==> config.mk <==
export PLATFORM = sky130hd
export DESIGN_NAME = oam_dma_controller_flat
export DESIGN_NICKNAME = d
export VERILOG_FILES = /design/src/rtl/oam_dma_controller_if.sv /design/src/rtl/oam_dma_controller.sv /design/src/flat_wrapper.sv
export SDC_FILE = /design/constraint.sdc
export NUM_CORES = 1
export LEC_CHECK = 0
export CAP_MARGIN = 5
export CORE_MARGIN = 1
export CORE_UTILIZATION = 42
export DETAILED_ROUTE_END_ITERATION = 16
export PLACE_DENSITY = 0.89
export SETUP_SLACK_MARGIN = 0.5
export SLEW_MARGIN = 20
export SYNTH_ARGS = -nofsm -noshare
export SYNTH_HDL_FRONTEND = slang
export SYNTH_SLANG_ARGS = --single-unit
export TNS_END_PERCENT = 20
==> constraint.sdc <==
create_clock -name clk_ph1 -period 2.8 [get_ports clk_ph1]
set_clock_uncertainty 0.15 [all_clocks]
set_input_delay 0.7 -clock clk_ph1 [delete_from_list [all_inputs] [get_ports clk_ph1]]
set_output_delay 0.7 -clock clk_ph1 [all_outputs]
set_load 0.02 [all_outputs]
==> src/rtl/oam_dma_controller_if.sv <==
// Bus bundle between the CPU core, the sprite-DMA sequencer and the system bus.
// The slave modport is the DMA block; the master modport is the CPU/memory side.
interface oam_dma_controller_if;
    logic [15:0] cpu_addr;
    logic [7:0]  cpu_data_out;
    logic        cpu_r_nw;
    logic [7:0]  bus_data_in;
    logic [15:0] bus_addr;
    logic [7:0]  bus_data_out;
    logic        bus_r_nw;
    logic        cpu_halt;
    logic        dma_busy;

    modport master (
        output cpu_addr,
        output cpu_data_out,
        output cpu_r_nw,
        output bus_data_in,
        input  bus_addr,
        input  bus_data_out,
        input  bus_r_nw,
        input  cpu_halt,
        input  dma_busy
    );

    modport slave (
        input  cpu_addr,
        input  cpu_data_out,
        input  cpu_r_nw,
        input  bus_data_in,
        output bus_addr,
        output bus_data_out,
        output bus_r_nw,
        output cpu_halt,
        output dma_busy
    );
endinterface

==> src/rtl/oam_dma_controller.sv <==
// Sprite-DMA sequencer: a CPU write to DMA_REG halts the CPU and copies one 256-byte page
// to the OAM data port as read/write pairs; otherwise the CPU bus passes straight through.
module oam_dma_controller #(
    parameter logic [15:0] DMA_REG  = 16'h4014,
    parameter logic [15:0] OAM_PORT = 16'h2004
) (
    input logic                  clk_ph1,
    input logic                  rst,
    oam_dma_controller_if.slave  bus
);

    typedef enum logic [2:0] {
        StIdle,
        StHalt,
        StAlign,
        StRead,
        StWrite
    } state_e;

    state_e     state_q, state_d;
    logic [7:0] page_q, page_d;
    logic [7:0] idx_q, idx_d;
    logic [7:0] data_buf_q, data_buf_d;
    logic       odd_q;

    // State register
    always_ff @(posedge clk_ph1) begin
        if (!rst) begin
            state_q <= StIdle;
        end else begin
            state_q <= state_d;
        end
    end

    // Datapath registers; odd free-runs so the first read lands on a fixed bus phase
    always_ff @(posedge clk_ph1) begin
        if (!rst) begin
            page_q     <= 8'h00;
            idx_q      <= 8'h00;
            data_buf_q <= 8'h00;
            odd_q      <= 1'b0;
        end else begin
            page_q     <= page_d;
            idx_q      <= idx_d;
            data_buf_q <= data_buf_d;
            odd_q      <= ~odd_q;
        end
    end

    // Next-state and datapath update
    always_comb begin
        state_d    = state_q;
        page_d     = page_q;
        idx_d      = idx_q;
        data_buf_d = data_buf_q;
        unique case (state_q)
            StIdle: begin
                if (!bus.cpu_r_nw && (bus.cpu_addr == DMA_REG)) begin
                    page_d  = bus.cpu_data_out;
                    idx_d   = 8'h00;
                    state_d = StHalt;
                end
            end
            StHalt:  state_d = odd_q ? StAlign : StRead;
            StAlign: state_d = StRead;
            StRead: begin
                data_buf_d = bus.bus_data_in;
                state_d    = StWrite;
            end
            StWrite: begin
                idx_d   = idx_q + 8'd1;
                state_d = (idx_q == 8'hFF) ? StIdle : StRead;
            end
            default: state_d = StIdle;
        endcase
    end

    // Bus drive: passthrough in idle, forced read during the dummy cycles
    always_comb begin
        bus.bus_addr     = bus.cpu_addr;
        bus.bus_data_out = bus.cpu_data_out;
        bus.bus_r_nw     = bus.cpu_r_nw;
        unique case (state_q)
            StIdle: ;
            StHalt, StAlign: begin
                bus.bus_data_out = data_buf_q;
                bus.bus_r_nw     = 1'b1;
            end
            StRead: begin
                bus.bus_addr     = {page_q, idx_q};
                bus.bus_data_out = data_buf_q;
                bus.bus_r_nw     = 1'b1;
            end
            StWrite: begin
                bus.bus_addr     = OAM_PORT;
                bus.bus_data_out = data_buf_q;
                bus.bus_r_nw     = 1'b0;
            end
            default: ;
        endcase
    end

    assign bus.cpu_halt = (state_q != StIdle);
    assign bus.dma_busy = (state_q != StIdle);

endmodule

==> src/flat_wrapper.sv <==
// flat-port wrapper written by rule: the top's interface ports become plain ports
module oam_dma_controller_flat 
#(
    parameter logic [15:0] DMA_REG  = 16'h4014,
    parameter logic [15:0] OAM_PORT = 16'h2004
)
  (clk_ph1, rst, bus_cpu_addr, bus_cpu_data_out, bus_cpu_r_nw, bus_bus_data_in, bus_bus_addr, bus_bus_data_out, bus_bus_r_nw, bus_cpu_halt, bus_dma_busy);
  oam_dma_controller_if bus_i ();
  input logic clk_ph1;
  input logic rst;
  input wire logic [$bits(bus_i.cpu_addr)-1:0] bus_cpu_addr;
  input wire logic [$bits(bus_i.cpu_data_out)-1:0] bus_cpu_data_out;
  input wire logic [$bits(bus_i.cpu_r_nw)-1:0] bus_cpu_r_nw;
  input wire logic [$bits(bus_i.bus_data_in)-1:0] bus_bus_data_in;
  output wire logic [$bits(bus_i.bus_addr)-1:0] bus_bus_addr;
  output wire logic [$bits(bus_i.bus_data_out)-1:0] bus_bus_data_out;
  output wire logic [$bits(bus_i.bus_r_nw)-1:0] bus_bus_r_nw;
  output wire logic [$bits(bus_i.cpu_halt)-1:0] bus_cpu_halt;
  output wire logic [$bits(bus_i.dma_busy)-1:0] bus_dma_busy;
  assign bus_i.cpu_addr = bus_cpu_addr;
  assign bus_i.cpu_data_out = bus_cpu_data_out;
  assign bus_i.cpu_r_nw = bus_cpu_r_nw;
  assign bus_i.bus_data_in = bus_bus_data_in;
  assign bus_bus_addr = bus_i.bus_addr;
  assign bus_bus_data_out = bus_i.bus_data_out;
  assign bus_bus_r_nw = bus_i.bus_r_nw;
  assign bus_cpu_halt = bus_i.cpu_halt;
  assign bus_dma_busy = bus_i.dma_busy;
  oam_dma_controller #(.DMA_REG(DMA_REG), .OAM_PORT(OAM_PORT)) u_core (.clk_ph1(clk_ph1), .rst(rst), .bus(bus_i));
endmodule
==> summary.txt, run 1 <==
Synth warn: 0
Worst-path fanout max: 8
Post-Syn Nets: 224
Mean Syn Cell Area: 7.93 µm²
Largest net degree at the start of global routing: 22
Drt wl/cell: 16.3 µm
Max IR drop VDD: 0.000362 V
H-tree depth: 1
MaxCap Viol Count: 0
Worst EP arrival: 1730 ps
Final Instance Area: 2630 µm²
Power Dens Cells: 397 nW/µm²
Die area: 3790 µm²
Cell Chain, Critical Path: buf_6, nor2_4, nor2_1, nor2_1, buf_6, mux2_4, buf_6
Cells after synthesis: 188
Fmax: 0.388 GHz
Pins Over Slew Limit: 0
Hold crit path type: register to register
DRC: 0
Final setup margin: 220 ps
WS Path Type: register to primary output
Cell variety after synth: 35
Min Tclk post-route: 2580 ps
Vias/cell: 5.62
Metal3 WL: 285 µm
Post-route setup TNS: 0 ps
Startpoint types: register
Total CTS buffers: 3
WP data required: 1950 ps
Post-synth top area share: 37.6%
Leak Pwr: 0.00108 µW
Synth Cell Area: 1490 µm²
First-pass GRT wire length: 7650 µm
Final number of setup-violating endpoints: 0
EDFF count, synth: 0
CTS clk-pin slew, worst paths: 160 ps
Synth-to-Final Area Change: 76.4%
Initial DRT Pass Iterations: 4
DP Worst Slack: -85.6 ps
Status: finished clean
Inserted Diodes: 0
CTS tree: done
Final Hold Viols: 0
Dpl cell area: 2390 µm²
Layout cells sized above 1: 34.4%
GRT overflow: 0
Post-route clock period utilization: 92.2%
Most frequent cell on the critical path: buf_6
I/O pin count: 62
Async S/R FF share, synth: 0%
Vias: 1792
CTS Sinks: 28
Die Height: 61.6 µm
Routed length on met1: 2120 µm
IO Port Bufs: 61
Post-DP HPWL: 3260 µm
Antenna violations before repair: 0
Critical-path top delay cell: dfxtp_4
Routed Antenna Nets: 0
Die Width: 61.6 µm
Main synth FF type: dfxtp_1
Core footprint: 3360 µm²
Gpl congestion: 0.791
Top area cells in the synthesized netlist: dfxtp_1 38%, a22o_1 8.2%, nand2_1 7.1%, mux2_2 6.0%, a21oi_1 5.7%
Hold-fix buffers, CTS: 0
CTS root buffer: clkbuf_4
Worst slew pin tran: 532 ps
Post-synthesis register bit count: 28
Unrepaired setup endpoints after global routing: true
Latest clock arrival within the worst-skew pair: 340 ps
Vias in the first global route: 1721
Post-synthesis sequential area ratio: 37.6%
Fin nets: 310
Worst Setup End Kind: primary output
Uppermost layer routed: met4
DRT iter0 DRCs: 146
Floorplan row count: 21
Clock buffer depth: 2
Final WL: 5210 µm
GRT Util Overall: 28.0%
Initial Util: 44.3%
Max stage delay on crit path: 390 ps
Top cells by count, synth: 28 x dfxtp_1, 28 x nand2_1, 17 x a21oi_1, 14 x a22o_1, 14 x nor2_1
Detail Route met2 WL: 2660 µm
Max_slew headroom: 64.0%
Dominant cell type by area after synthesis: dfxtp_1
timing repair:
item / in CTS / in global routing
endpoints found under the hold margin: 0 / 0
gates resized for setup: 156 / 15
setup endpoints to repair: 44 / 44
setup buffers: 8 / 1
cloned: 1 / 0
pin swaps: 4 / 3
worst max-delay path: cells and delay by family, from the launching register on:
kind | cells | cell delay (ps)
simple gates | 3 | 220
buf+inv | 3 | 440
mux | 1 | 320
flops | 1 | 390
registers in the layout (all words and copies together) (netlist names):
signal,cells
u_core.idx_q,8
u_core.data_buf_q,8
u_core.state_q,3
u_core.page_q,8
u_core.odd_q,1
path summary, 6_finish.rpt:
kind | startpoint | to | slack (ps) | cells past startpoint
setup / recovery | u_core.state_q[0]$_SDFFE_PN0P_ | bus_bus_data_out[5] | 220 | 7
hold / removal | u_core.odd_q$_SDFF_PN0_ | u_core.odd_q$_SDFF_PN0_ | 280 | 1
setup reg to reg | u_core.state_q[1]$_SDFFE_PN0P_ | u_core.idx_q[5]$_SDFFE_PN0P_ | 530 | 7
hold reg to reg | u_core.odd_q$_SDFF_PN0_ | u_core.odd_q$_SDFF_PN0_ | 280 | 1
cells in the final DEF (no fill, tap or decap), drive strengths merged, types with 3 or more instances in the layout:
cell,netlist,layout
buf,5,56
clkdlybuf4s50,0,34
nand2,28,28
dfxtp,28,28
a21oi,18,18
nor2,14,14
a22o,14,14
o21ai,13,13
nand4,10,10
mux2,8,8
nor3,7,7
inv,5,5
clkbuf,9,5
nand3,4,4
xnor2,3,3
cell families after synthesis:
family | synth area share, %
AO/OA/AOI/OAI | 21.5
XOR/XNOR | 2.94
adder cells (fa/ha/maj) | 0.839
buffers and inverters | 6.21
flip-flops | 37.6
multiplexers | 6.05
AND/OR/NAND/NOR | 24.9
through the flow:
step / cells / hold WS (ps) / power, µW / util [%]
3_3_place_gp: 305 / 253 / 772 / 71.2
6_report: 319 / 280 / 1040 / 78.2
2_1_floorplan: 188 / 243 / 597 / -
5_1_grt: 319 / 299 / 1080 / 78.2
4_1_cts: 318 / 280 / 1020 / 76.6
3_5_place_dp: 305 / 260 / 776 / 71.2
layout make-up:
cell class | instances | area [µm²]
multi-input cells | 140 | 1010
repair buffers | 95 | 935
fillers | 235 | 734
flip-flops and latches | 28 | 567
well taps | 46 | 57.6
clock buffers | 4 | 36.3
inverters | 6 | 22.5
metal layers:
metal  up-vias  global-route usage, %
met3        19                   7.35
met1       853                   31.5
met2        76                   49.3
li1        844                      -
met5         -                      0
met4         0                   12.4
power breakdown:
part / internal, µW / switching (µW) / leakage (µW)
registers: 406 / 5.76 / 0.000228
clock network: 79.9 / 128 / 0.0000210
logic: 231 / 192 / 0.000834
total: 717 / 326 / 0.00108
Power figures use the tool's default switching activity.
==> run 2: changes to the inputs <==
--- a/config.mk
+++ b/config.mk
@@ -5,13 +5,12 @@
 export SDC_FILE = /design/constraint.sdc
 export NUM_CORES = 1
 export LEC_CHECK = 0
-export CAP_MARGIN = 5
+export CAP_MARGIN = 20
 export CORE_MARGIN = 1
 export CORE_UTILIZATION = 42
 export DETAILED_ROUTE_END_ITERATION = 16
 export PLACE_DENSITY = 0.89
 export SETUP_SLACK_MARGIN = 0.5
-export SLEW_MARGIN = 20
 export SYNTH_ARGS = -nofsm -noshare
 export SYNTH_HDL_FRONTEND = slang
 export SYNTH_SLANG_ARGS = --single-unit
==> constraint.sdc (replaced) <==
create_clock -name clk_ph1 -period 2.9 [get_ports clk_ph1]
set_clock_uncertainty 0.15 [all_clocks]
set_input_delay 0.725 -clock clk_ph1 [delete_from_list [all_inputs] [get_ports clk_ph1]]
set_output_delay 0.725 -clock clk_ph1 [all_outputs]
set_load 0.02 [all_outputs]
==> run 2 against run 1 <==
Against the previous run: global-route usage rose by 0.36 points; critical path depth down 1; cell count down 3.8%; setup slack gained 79 ps; core utilization is 7.5 points lower; flip-flop and latch count unchanged; die area is the same; register-to-register slack better by 320 ps; sequential share of layout area increased by 2.4 points; critical path type unchanged; critical endpoint is now bus_bus_addr[13]; largest power group is now registers.
==> summary.txt, run 2 (synthesis gave the netlist of run 1 again) <==
Final WL: 5050 µm (was 5210 µm)
Vias in the first global route: 1710 (was 1721)
Clock power frac: 25.5% (was 19.9%)
Status: finished clean (unchanged)
I/O pin count: 62 (unchanged)
Max IR drop VDD: 0.000296 V (was 0.000362 V)
Die area: 3790 µm² (unchanged)
Startpoint types: register (unchanged)
M1 GR Usage: 31.7% (was 31.5%)
Core footprint: 3360 µm² (unchanged)
Die Width: 61.6 µm (unchanged)
Max stage delay on crit path: 450 ps (was 390 ps)
Fin nets: 298 (was 310)
WP data required: 2030 ps (was 1950 ps)
Flop pwr share: 38.7% (was 39.5%)
Vias: 1779 (was 1792)
Commonest non-fill, non-tap cells in the layout: 34 x clkdlybuf4s50_1, 28 x nand2_1, 25 x dfxtp_1, 20 x buf_4, 17 x a21oi_1 (was 34 x clkdlybuf4s50_1, 28 x nand2_1, 26 x buf_4, 25 x buf_6, 25 x dfxtp_1)
Worst EP arrival: 1730 ps (about the same)
Most common cell after layout, fill and taps aside: clkdlybuf4s50_1 (unchanged)
Latest clock arrival within the worst-skew pair: 350 ps (was 340 ps)
Top Usage Layer GRT: met2 (unchanged)
WS Path Type: register to primary output (unchanged)
Total CTS buffers: 3 (unchanged)
Power Total: 1040 µW (about the same)
Pins Over Slew Limit: 0 (unchanged)
Vias/cell: 5.79 (was 5.62)
Drt wl/cell: 16.5 µm (was 16.3 µm)
Die Height: 61.6 µm (unchanged)
First-pass GRT wire length: 7800 µm (was 7650 µm)
Layout cells sized above 1: 28.4% (was 34.4%)
Fmax: 0.384 GHz
MaxCap Viol Count: 0 (unchanged)
IO Port Bufs: 61 (unchanged)
DRC: 0 (unchanged)
Final Hold Viols: 0 (unchanged)
Worst-path fanout max: 10 (was 8)
Inserted Diodes: 0 (unchanged)
Hold-fix buffers, CTS: 0 (unchanged)
Initial Util: 44.3% (unchanged)
Initial DRT Pass Iterations: 4 (unchanged)
Final setup margin: 299 ps (was 220 ps)
Switching part of the total: 30.1% (was 31.2%)
GR Util met3: 5.67% (was 7.35%)
Floorplan row count: 21 (unchanged)
H-tree depth: 1 (unchanged)
Core Util, Final: 70.6% (was 78.2%)
Cell Chain, Critical Path: nor2b_4, and2_4, buf_4, nor3_4, nor2_2, clkdlybuf4s15_2 (was buf_6, nor2_4, nor2_1, nor2_1, buf_6, mux2_4, buf_6)
Power Dens Cells: 439 nW/µm² (was 397 nW/µm²)
Critical-path top delay cell: dfxtp_4 (unchanged)
Synth-to-Final Area Change: 59.4% (was 76.4%)
CTS tree: done (unchanged)
CTS clk-pin slew, worst paths: 160 ps (about the same)
Min Tclk post-route: 2600 ps
Biggest regs: u_core.data_buf_q x8, u_core.idx_q x8, u_core.page_q x8 (unchanged)
Switching power: 314 µW (was 326 µW)
Buf+Inv Stages, Crit Path: 2 (was 3)
Largest net degree at the start of global routing: 20 (was 22)
DRT iter0 DRCs: 109 (was 146)
Comb power frac: 35.8% (was 40.6%)
Gpl congestion: 0.811 (was 0.791)
CTS root buffer: clkbuf_4 (unchanged)
GRT overflow: 0 (unchanged)
DP Worst Slack: -19.6 ps (was -85.6 ps)
Hold crit path type: register to register (unchanged)
CP top delay family: simple AND/OR/NAND/NOR gates (was buffers and inverters)
Worst slew pin tran: 453 ps (was 532 ps)
Routed Antenna Nets: 0 (unchanged)
Met2 Use GR: 50.7% (was 49.3%)
Max_slew headroom: 69.4% (was 64.0%)
Power Internal: 730 µW (was 717 µW)
Post-route clock period utilization: 89.7%
Worst Setup End Kind: primary output (unchanged)
Clock buffer depth: 2 (unchanged)
Post-DP HPWL: 3320 µm (was 3260 µm)
Leak Pwr: 0.000957 µW (was 0.00108 µW)
Final number of setup-violating endpoints: 0 (unchanged)
Antenna violations before repair: 0 (unchanged)
CTS Sinks: 28 (unchanged)
GRT Util Overall: 28.3% (was 28.0%)
Unrepaired setup endpoints after global routing: true (unchanged)
-- run 2: changes by cell type in the layout (fill, tap and decap cells not counted), moves of 2 or more --
cell / change
a22o_1: +10
buf_4: -6
buf_2: +8
buf_12: -2
a22o_4: -10
buf_6: -11
-- run 2: power groups by stage --
stage / logic (µW) / registers [µW] / clock network, µW
final: 374 / 404 / 266
after CTS: 358 / 400 / 264
after detailed placement: 322 / 406 / 0
after global placement: 320 / 406 / 0
after floorplan: 163 / 401 / 0
after global routing: 393 / 405 / 287
-- run 2: path summary, 6_finish.rpt --
check / endpoint / slack [ps] / startpoint / depth (start not counted)
setup / recovery: bus_bus_addr[13] / 300 / u_core.state_q[2]$_SDFFE_PN0P_ / 6
hold / removal: u_core.odd_q$_SDFF_PN0_ / 320 / u_core.odd_q$_SDFF_PN0_ / 1
setup reg to reg: u_core.idx_q[5]$_SDFFE_PN0P_ / 850 / u_core.state_q[1]$_SDFFE_PN0P_ / 5
hold reg to reg: u_core.odd_q$_SDFF_PN0_ / 320 / u_core.odd_q$_SDFF_PN0_ / 1
-- run 2: layer usage --
layer,share of wire [%],up-vias,wire length [µm]
met5,0,-,0
met4,3.8,0,194
met3,7.6,22,383
met2,52,104,2610
met1,37,836,1870
li1,-,817,-
-- run 2: stage by stage --
stage / hold slack, ps / TNS (ps) / area [µm²] / instances
after CTS: 278 / 0 / 2400 / 305
after global routing: 327 / 0 / 2380 / 307
final: 322 / 0 / 2380 / 307
after floorplan: 243 / 0 / 1490 / 188
after global placement: 253 / 0 / 2210 / 297
after detailed placement: 257 / -19.6 / 2210 / 297
-- run 2: what timing repair did --
action,4_1_cts,5_1_grt
endpoints found under the setup margin,28,38
resized for setup,137,18
pin swaps,1,3
endpoints found under the hold margin,0,0
gates cloned,0,0
buffers inserted,4,2
-- run 2: area by class of cell --
type,instances,area [µm²]
Clock buffer,3,22.5
Fill cell,269,987
Inverter,6,22.5
Sequential cell,28,569
Clock inverter,1,30.0
Tap cell,46,57.6
Timing Repair Buffer,83,743
Multi-Input combinational cell,140,931
==> run 3: changes to the inputs <==
--- a/config.mk
+++ b/config.mk
@@ -7,9 +7,11 @@
 export LEC_CHECK = 0
 export CAP_MARGIN = 20
 export CORE_MARGIN = 1
-export CORE_UTILIZATION = 42
+export CORE_UTILIZATION = 65
 export DETAILED_ROUTE_END_ITERATION = 16
-export PLACE_DENSITY = 0.89
+export DONT_BUFFER_PORTS = 1
+export PLACE_DENSITY = 0.91
+export RECOVER_POWER = 50
 export SETUP_SLACK_MARGIN = 0.5
 export SYNTH_ARGS = -nofsm -noshare
 export SYNTH_HDL_FRONTEND = slang
==> constraint.sdc (replaced) <==
create_clock -name clk_ph1 -period 3.2 [get_ports clk_ph1]
set_clock_uncertainty 0.15 [all_clocks]
set_input_delay 0.8 -clock clk_ph1 [delete_from_list [all_inputs] [get_ports clk_ph1]]
set_output_delay 0.8 -clock clk_ph1 [all_outputs]
set_load 0.02 [all_outputs]
==> run 3 against run 2 <==
Against the previous run: core utilization is 6.4 points higher; sequential power fell by 9.9%; register-to-register slack worse by 270 ps; largest power group unchanged; power fell by 26%; worst hold slack lost 26 ps; cell count is 32% lower; routed wire length is 19% lower; flip-flop and latch count stayed put; setup slack better by 110 ps.
==> summary.txt, run 3 (synthesis gave the netlist of run 1 again) <==
Max IR drop VDD: 0.000357 V (was 0.000296 V)
Post-route clock period utilization: 87.2%
Clock buffer depth: 2 (unchanged)
Hold-fix buffers, CTS: 0 (unchanged)
Commonest non-fill, non-tap cells in the layout: 28 x nand2_1, 26 x dfxtp_1, 17 x a21oi_1, 13 x a22o_1, 13 x o21ai_0 (was 34 x clkdlybuf4s50_1, 28 x nand2_1, 25 x dfxtp_1, 20 x buf_4, 17 x a21oi_1)
Layout cells sized above 1: 14.2% (was 28.4%)
Antenna violations before repair: 0 (unchanged)
Hold crit path type: register to register (unchanged)
Biggest regs: u_core.data_buf_q x8, u_core.idx_q x8, u_core.page_q x8 (unchanged)
Die Width: 49.9 µm (was 61.6 µm)
Switching part of the total: 30.2% (was 30.1%)
CTS root buffer: clkbuf_4 (unchanged)
Largest net degree at the start of global routing: 25 (was 20)
Inserted Diodes: 0 (unchanged)
Comb power frac: 21.4% (was 35.8%)
Power Internal: 535 µW (was 730 µW)
Switching power: 232 µW (was 314 µW)
Gpl congestion: 0.887 (was 0.811)
Min Tclk post-route: 2790 ps
IO Port Bufs: 0 (was 61)
Routed Antenna Nets: 0 (unchanged)
Worst EP arrival: 1840 ps (was 1730 ps)
Fmax: 0.358 GHz
Latest clock arrival within the worst-skew pair: 330 ps (was 350 ps)
MaxCap Viol Count: 0 (unchanged)
I/O pin count: 62 (unchanged)
Core footprint: 2060 µm² (was 3360 µm²)
GRT overflow: 0 (unchanged)
Pins Over Slew Limit: 0 (unchanged)
Clock power frac: 31.1% (was 25.5%)
Leak Pwr: 0.000562 µW (was 0.000957 µW)
Post-DP HPWL: 2790 µm (was 3320 µm)
Synth-to-Final Area Change: 6.63% (was 59.4%)
Unrepaired setup endpoints after global routing: true (unchanged)
Floorplan row count: 16 (was 21)
Drt wl/cell: 19.4 µm (was 16.5 µm)
CTS clk-pin slew, worst paths: 140 ps (was 160 ps)
Final Hold Viols: 0 (unchanged)
CTS tree: done (unchanged)
Die Height: 49.9 µm (was 61.6 µm)
H-tree depth: 1 (unchanged)
Initial DRT Pass Iterations: 7 (was 4)
Status: finished clean (unchanged)
DRC: 0 (unchanged)
DRT iter0 DRCs: 91 (was 109)
Fin nets: 220 (was 298)
Vias: 1499 (was 1779)
First-pass GRT wire length: 6130 µm (was 7800 µm)
Final WL: 4080 µm (was 5050 µm)
Most common cell after layout, fill and taps aside: nand2_1 (was clkdlybuf4s50_1)
Worst slew pin tran: 967 ps (was 453 ps)
WS Path Type: register to primary output (unchanged)
Flop-to-flop setup slack: 580 ps (was 850 ps)
Total CTS buffers: 3 (unchanged)
Post-route setup TNS: 0 ps (unchanged)
Power Dens Cells: 483 nW/µm² (was 439 nW/µm²)
GRT Util Overall: 32.5% (was 28.3%)
Die area: 2490 µm² (was 3790 µm²)
Worst-path fanout max: 24 (was 10)
Vias/cell: 7.14 (was 5.79)
Post-Layout Cell Count: 210 (was 307)
Startpoint types: register (unchanged)
WP data required: 2250 ps (was 2030 ps)
CTS Sinks: 28 (unchanged)
Initial Util: 72.3% (was 44.3%)
Max_slew headroom: 34.9% (was 69.4%)
Dpl cells: 205 (was 297)
Vias in the first global route: 1268 (was 1710)
Worst Setup End Kind: primary output (unchanged)
Flop pwr share: 47.4% (was 38.7%)
Final number of setup-violating endpoints: 0 (unchanged)
-- run 3: cell count changes in the layout (fill, tap and decap cells not counted), moves of 8 or more --
cell,change
buf_2,-11
buf_4,-17
buf_6,-14
clkdlybuf4s50_1,-34
mux2_2,+8
mux2_4,-8
-- run 3: critical path, cell delays in order (launching register included) --
cell and delay (ps):
dfxtp_1 510, nor2b_1 250, and2_2 230, buf_8 200
nor3_2 70, nor2_1 90, buf_4 150
-- run 3: cell type report --
| cell class | instances | area [µm²] |
|---|---|---|
| repair buffers | 5 | 57.6 |
| multi-input cells | 140 | 860 |
| flip-flops and latches | 28 | 563 |
| fillers | 137 | 473 |
| clock buffers | 3 | 22.5 |
| inverters | 6 | 22.5 |
| clock inverters | 1 | 30.0 |
| well taps | 27 | 33.8 |
-- run 3: path summary, 6_finish.rpt --
kind	from	to	cells past startpoint
min reg2reg	u_core.odd_q$_SDFF_PN0_	u_core.odd_q$_SDFF_PN0_	1
min	u_core.odd_q$_SDFF_PN0_	u_core.odd_q$_SDFF_PN0_	1
max	u_core.state_q[1]$_SDFFE_PN0P_	bus_bus_addr[13]	6
max reg2reg	u_core.state_q[1]$_SDFFE_PN0P_	u_core.idx_q[1]$_SDFFE_PN0P_	5
-- run 3: routing by layer --
metal,track usage (%),up-vias,share of wire (%)
li1,-,666,-
met1,40.7,681,35
met2,51.6,133,47
met3,7.72,19,14
met4,16.2,0,3.8
met5,0,-,0
-- run 3: per-stage QoR --
stage,power [µW],worst slack (ps),area (µm²),hold WS (ps),util [%]
2_1_floorplan,511,589,1490,243,-
3_3_place_gp,520,590,1480,258,72.0
3_5_place_dp,526,465,1480,277,72.0
4_1_cts,760,460,1560,296,75.5
5_1_grt,789,282,1590,324,77.1
6_report,767,410,1590,296,77.1
-- run 3: power by group through the flow --
stage / combinational (µW) / sequential [µW] / clock (µW)
3_5_place_dp: 155 / 371 / 0
6_report: 164 / 364 / 239
4_1_cts: 160 / 364 / 237
2_1_floorplan: 148 / 364 / 0
3_3_place_gp: 150 / 370 / 0
5_1_grt: 174 / 365 / 250
-- run 3: what timing repair did --
item	4_1_cts	5_1_grt
hold endpoints to repair	0	0
gates resized for setup	8	7
pin swaps	0	1
setup endpoints to repair	24	26
buffers inserted	0	1
